### src/rtl/ddr3_ddl_cmd.sv
// rtl/ddr3_ddl_cmd.sv - DDR3 command-issue stage with spacing and write-recovery timers
//
// Ports:
//   clock, reset_n           system clock, synchronous active-low reset
//   ddl_req_i / ddl_rdy_o    command handshake from ddr3_fsm
//   ddl_cmd_i                {ras_n,cas_n,we_n} of the offered command
//   ddl_tid_i                transaction ID (RD/WR)
//   ddl_ba_i, ddl_adr_i      bank and row/column/mode operand
//   dfi_cs_n_o .. dfi_we_n_o SDRAM command pins, registered
//   dfi_ba_o, dfi_adr_o      SDRAM bank/address pins, registered
//   dfi_rden_o, dfi_wren_o   one-cycle strobes aligned with RD/WR on the pins
//   dfi_tid_o                ID of the RD/WR on the pins, held otherwise
module ddr3_ddl_cmd #(
  parameter int DDR_ROW_BITS = 13,
  parameter int REQID        = 4,
  parameter int CYCLES_RCD   = 2,
  parameter int CYCLES_RP    = 2,
  parameter int CYCLES_CCD   = 4,
  parameter int CYCLES_WR    = 10,
  parameter int CYCLES_RFC   = 11,
  parameter int CYCLES_MRD   = 4,
  parameter int CYCLES_ZQ    = 64
) (
  input  logic                    clock,
  input  logic                    reset_n,
  input  logic                    ddl_req_i,
  output logic                    ddl_rdy_o,
  input  logic [2:0]              ddl_cmd_i,
  input  logic [REQID-1:0]        ddl_tid_i,
  input  logic [2:0]              ddl_ba_i,
  input  logic [DDR_ROW_BITS-1:0] ddl_adr_i,
  output logic                    dfi_cs_n_o,
  output logic                    dfi_ras_n_o,
  output logic                    dfi_cas_n_o,
  output logic                    dfi_we_n_o,
  output logic [2:0]              dfi_ba_o,
  output logic [DDR_ROW_BITS-1:0] dfi_adr_o,
  output logic                    dfi_rden_o,
  output logic                    dfi_wren_o,
  output logic [REQID-1:0]        dfi_tid_o
);

  function automatic int max2(input int a, input int b);
    return (a > b) ? a : b;
  endfunction

  localparam int CMAX = max2(max2(max2(CYCLES_RCD, CYCLES_RP), max2(CYCLES_CCD, CYCLES_WR)),
                             max2(max2(CYCLES_RFC, CYCLES_MRD), CYCLES_ZQ));
  localparam int CW = $clog2(CMAX + 1);
  localparam logic [CW-1:0] CNT_ONE = CW'(1);

  localparam logic [2:0] CMD_NOP  = 3'b111;
  localparam logic [2:0] CMD_ACT  = 3'b011;
  localparam logic [2:0] CMD_RD   = 3'b101;
  localparam logic [2:0] CMD_WR   = 3'b100;
  localparam logic [2:0] CMD_PRE  = 3'b010;
  localparam logic [2:0] CMD_REF  = 3'b001;
  localparam logic [2:0] CMD_MRS  = 3'b000;
  localparam logic [2:0] CMD_ZQCL = 3'b110;

  typedef enum logic {ST_IDLE, ST_WAIT} state_t;

  state_t        state_q, state_d;
  logic [CW-1:0] cnt_q, cnt_d;
  logic [CW-1:0] wr_cnt_q, wr_cnt_d;
  logic [CW-1:0] dly_m1;
  logic          wr_block;
  logic          accept;

  // Spacing minus one: the accept cycle itself counts as the first cycle.
  always_comb begin
    dly_m1 = '0;
    case (ddl_cmd_i)
      CMD_ACT:  dly_m1 = CW'(CYCLES_RCD - 1);
      CMD_RD:   dly_m1 = CW'(CYCLES_CCD - 1);
      CMD_WR:   dly_m1 = CW'(CYCLES_CCD - 1);
      CMD_PRE:  dly_m1 = CW'(CYCLES_RP - 1);
      CMD_REF:  dly_m1 = CW'(CYCLES_RFC - 1);
      CMD_MRS:  dly_m1 = CW'(CYCLES_MRD - 1);
      CMD_ZQCL: dly_m1 = CW'(CYCLES_ZQ - 1);
      default:  dly_m1 = '0;
    endcase
  end

  // Only PRE/REF wait for write recovery; other commands may go to other banks.
  assign wr_block  = ((ddl_cmd_i == CMD_PRE) || (ddl_cmd_i == CMD_REF)) && (wr_cnt_q != '0);
  assign ddl_rdy_o = reset_n && (state_q == ST_IDLE) && !wr_block;
  assign accept    = ddl_req_i && ddl_rdy_o;

  always_comb begin
    state_d  = state_q;
    cnt_d    = cnt_q;
    wr_cnt_d = (wr_cnt_q != '0) ? (wr_cnt_q - CNT_ONE) : '0;
    case (state_q)
      ST_IDLE: begin
        if (accept && (dly_m1 != '0)) begin
          cnt_d   = dly_m1;
          state_d = ST_WAIT;
        end
      end
      ST_WAIT: begin
        cnt_d = cnt_q - CNT_ONE;
        if (cnt_q == CNT_ONE) begin
          state_d = ST_IDLE;
        end
      end
      default: begin
        state_d = ST_IDLE;
        cnt_d   = '0;
      end
    endcase
    if (accept && (ddl_cmd_i == CMD_WR)) begin
      wr_cnt_d = CW'(CYCLES_WR - 1);
    end
  end

  always_ff @(posedge clock) begin
    if (!reset_n) begin
      state_q  <= ST_IDLE;
      cnt_q    <= '0;
      wr_cnt_q <= '0;
    end else begin
      state_q  <= state_d;
      cnt_q    <= cnt_d;
      wr_cnt_q <= wr_cnt_d;
    end
  end

  // Pins default to NOP each cycle; ba/adr/tid hold between commands.
  always_ff @(posedge clock) begin
    if (!reset_n) begin
      dfi_cs_n_o  <= 1'b1;
      dfi_ras_n_o <= 1'b1;
      dfi_cas_n_o <= 1'b1;
      dfi_we_n_o  <= 1'b1;
      dfi_ba_o    <= '0;
      dfi_adr_o   <= '0;
      dfi_rden_o  <= 1'b0;
      dfi_wren_o  <= 1'b0;
      dfi_tid_o   <= '0;
    end else begin
      dfi_cs_n_o  <= 1'b1;
      dfi_ras_n_o <= 1'b1;
      dfi_cas_n_o <= 1'b1;
      dfi_we_n_o  <= 1'b1;
      dfi_rden_o  <= 1'b0;
      dfi_wren_o  <= 1'b0;
      if (accept) begin
        dfi_cs_n_o  <= (ddl_cmd_i == CMD_NOP);
        dfi_ras_n_o <= ddl_cmd_i[2];
        dfi_cas_n_o <= ddl_cmd_i[1];
        dfi_we_n_o  <= ddl_cmd_i[0];
        dfi_ba_o    <= ddl_ba_i;
        dfi_adr_o   <= ddl_adr_i;
        if (ddl_cmd_i == CMD_RD) begin
          dfi_rden_o <= 1'b1;
          dfi_tid_o  <= ddl_tid_i;
        end
        if (ddl_cmd_i == CMD_WR) begin
          dfi_wren_o <= 1'b1;
          dfi_tid_o  <= ddl_tid_i;
        end
      end
    end
  end

endmodule

### config.mk
export PLATFORM = sky130hd
export DESIGN_NAME = ddr3_ddl_cmd
export DESIGN_NICKNAME = d
export VERILOG_FILES = /design/src/rtl/ddr3_ddl_cmd.sv
export SDC_FILE = /design/constraint.sdc
export NUM_CORES = 1
export LEC_CHECK = 0
export CAP_MARGIN = 10
export CORE_MARGIN = 2
export CORE_UTILIZATION = 42
export CTS_CLUSTER_SIZE = 30
export DETAILED_ROUTE_END_ITERATION = 10
export MAX_ROUTING_LAYER = met4
export PLACE_DENSITY_LB_ADDON = 0.15
export SKIP_LAST_GASP = 1
export SYNTH_ARGS = -nofsm -noshare
export SYNTH_HDL_FRONTEND = slang
export SYNTH_SLANG_ARGS = --single-unit
### constraint.sdc
create_clock -name clock -period 1.9 [get_ports clock]
set_input_delay 0.38 -clock clock [delete_from_list [all_inputs] [get_ports clock]]
set_output_delay 0.38 -clock clock [all_outputs]
set_load 0.02 [all_outputs]
==> impl_metrics.json <==
{
  "avgViaCountPerCell": 4.761,
  "cp_top_family": "flip-flops",
  "critPathRequiredTime_ns": 1.52,
  "multi_input_area_um2": 978.4,
  "ios": 53,
  "critPathMaxStageDelay_ns": 0.34,
  "sw_frac_of_total_pct": 32.29,
  "syn_avg_cell_area_um2": 10.15,
  "seqCellArea_um2": 823.3,
  "antennaDiodeCount": 0,
  "p_leak_nw": 1.091,
  "hold_buffers": 0,
  "arrival_ns": 1.52,
  "num_vias": 1533,
  "nNetsFinal": 299,
  "power_frac_seq_pct": 37.7,
  "tightestPinTransition_ns": 0.4878,
  "ys_ff_latch": 41,
  "drt-met1-wl_um": 1753,
  "core_area_um2": 4294,
  "cp-end-kind": "output port",
  "cts_buffer_depth": 2,
  "postRouteWirelength_um": 4032,
  "cellInternalPower_w": 0.001912,
  "synth_nets": 212,
  "finalMaxSlewViolations": 0,
  "cts_tree": "yes",
  "critPathBufInv": 2,
  "p_sw_w": 0.0009117,
  "clkTransAtPathRegs_ns": 0.08,
  "yosys-top-cells-area": "dfxtp_1, mux2i_1, nor2b_1",
  "status": "finished with violations",
  "clkPwrFrac_pct": 19.7,
  "reg2reg_slack_ns": 0.15,
  "wl_per_cell_um": 12.52,
  "setup_ws_ns": -0.0009920,
  "rows": 24,
  "port_buffers": 52,
  "dr_wl_met3_um": 196,
  "maxSlewHeadroom_pct": 67.18,
  "crit_type": "reg2out",
  "cts_buffers": 5,
  "post-route-period-util_pct": 100.1,
  "synth_area_leader_cell": "dfxtp_1",
  "grt_max_degree": 31,
  "critPathMaxFanout": 2,
  "grtUsageTotal_pct": 17.40,
  "fmax_mhz": 526.0,
  "whs_ns": 0.4738,
  "chipWidth_um": 70.31,
  "ys_warn_count": 0,
  "finalHoldViolations": 0,
  "place_hpwl_um": 2824,
  "slowest_stage": "dfxtp_2",
  "drive_gt1_share_pct": 22.96,
  "dr.first_iter.drc_count": 47,
  "top_layer_used": "met4",
  "cts_num_sinks": 41,
  "cp-start-kind": "flop",
  "die_height_um": 70.31,
  "setup_violations": 1,
  "drc": 0,
  "fin_skew_ns": 0.004572,
  "initial_core_util_pct": 43.01,
  "die-area_um2": 4944,
  "postRouteAntennaNets": 0,
  "design_area_um2": 2770,
  "place_area_um2": 2590,
  "final_cells": 322,
  "failed_checks": "negative setup slack",
  "synth_top_area_share_pct": 44.44,
  "grt-ovfl-total": 0,
  "cp_cell_sequence": "inv_2 > ha_4 > nor3b_4 > a221oi_4 > nor3b_2 > buf_4",
  "synth_cells": 182,
  "antenna_found_initial": 0,
  "synth-main-ff-cell": "dfxtp_1",
  "cap_violations": 0,
  "grt_pass1_wl_um": 6672,
  "ys_types": 42,
  "htree_num_levels": 2,
  "fillers": 375,
  "syn_to_final_growth_pct": 50.00,
  "comb_power_share_pct": 42.6,
  "irDropWorstVdd_mv": 0.4589,
  "first_pass_iters": 4,
  "min_path_type": "reg2reg",
  "placedCellCount": 306,
  "dr_wl_met2_um": 2021,
  "rsz0062_at_grt": "true",
  "async_reset_ff_share_pct": 0,
  "clock_latency_ns": 0.29,
  "min_period_ns": 1.901,
  "synth_edf_count": 0,
  "gp_congestion": 0.7821,
  "ys_seq_area_share_pct": 44.44,
  "netlist_area_um2": 1847,
  "cts_root_buf": "clkbuf_8",
  "power_density_nw_per_um2": 1019,
  "grt_pass1_vias": 1550
}
worst paths after layout:
path,from,endpoint,cells past startpoint
max,wr_cnt_q[1],ddl_rdy_o,6
min,cnt_q[6],cnt_q[6],1
max reg2reg,wr_cnt_q[1],dfi_adr_o[3],9
min reg2reg,cnt_q[6],cnt_q[6],1
power by group through the flow:
stage	Sequential, W	Clock, W	Combinational [W]
3_3_place_gp	0.00107	0	0.00107
3_5_place_dp	0.00107	0	0.00108
4_1_cts	0.00106	0.000572	0.00117
5_1_grt	0.00108	0.000607	0.00132
2_1_floorplan	0.00111	0	0.000587
6_report	0.00106	0.000555	0.00120
state kept, by name (all words and copies together) (netlist names):
signal       flops
dfi_cs_n_o       1
dfi_ba_o         3
state_q          1
dfi_ras_n_o      1
dfi_we_n_o       1
dfi_wren_o       1
wr_cnt_q         7
dfi_rden_o       1
dfi_tid_o        4
dfi_adr_o       13
cnt_q            7
dfi_cas_n_o      1
stage by stage:
stage | utilization, % | total power (W) | setup WS [ns] | TNS [ns]
floorplan | - | 0.001701 | 0.003948 | 0
global placement | 60.31 | 0.002135 | -0.4830 | -3.481
detailed placement | 60.31 | 0.002147 | -0.4633 | -4.050
CTS | 63.35 | 0.002808 | -0.007892 | -0.007892
global route | 64.51 | 0.003006 | -0.09801 | -0.09801
finish | 64.51 | 0.002823 | -0.0009920 | -0.0009920
logic make-up after synthesis:
family / count (synthesis) / share of synthesized area (%)
buffers and inverters: 14 / 3.862
XOR/XNOR: 6 / 2.846
adder cells (fa/ha/maj): 4 / 2.710
flip-flops: 41 / 44.44
AO/OA/AOI/OAI: 26 / 10.57
AND/OR/NAND/NOR: 70 / 24.19
multiplexers: 21 / 11.38
area by class of cell:
type	instances	area share, %
Multi-Input combinational cell	127	35.32
Sequential cell	41	29.72
Timing Repair Buffer	87	28.55
Clock buffer	5	2.484
Tap cell	52	2.349
Inverter	7	0.9485
Clock inverter	3	0.6323
routing by layer:
metal  global-route usage (%)  up-vias
met5                        -        -
met4                    7.692        0
met3                    3.752        5
met2                    30.40       32
met1                    18.85      701
li1                         -      795
layout by cell type, fill, tap and decap left out, drive strengths merged, types with 3 or more instances in the layout:
master	count
a21oi	5
and2	3
buf	36
clkbuf	5
clkdlybuf4s50	49
dfxtp	41
ha	4
inv	7
mux2i	21
nand2	8
nand2b	5
nand3b	4
nor2	9
nor2b	21
nor3	5
nor3b	6
o21ai	8
xnor2	4
synth_stat cells (2+ instances only):
cell type,number
dfxtp_1,41
mux2i_1,21
nor2b_1,21
nand2_1,8
nor2_1,8
inv_1,7
o21ai_0,6
a21oi_1,5
clkbuf_1,5
nor3b_1,5
ha_1,4
nand2b_1,4
xnor2_1,4
nand3b_1,3
nor3_1,3
a21boi_1,2
a31oi_1,2
and2_1,2
and3_1,2
nand3_1,2
nor3_2,2
o21a_1,2
o21ai_1,2
o31a_1,2
xor2_1,2
repair_timing:
| item | CTS | global route |
|---|---|---|
| pin swaps | 2 | 2 |
| gates resized for setup | 16 | 0 |
| gates cloned | 0 | 0 |
| endpoints found under the setup margin | 1 | 15 |
| buffers inserted | 3 | 5 |
Note: power is estimated with default switching activity, not from simulation.
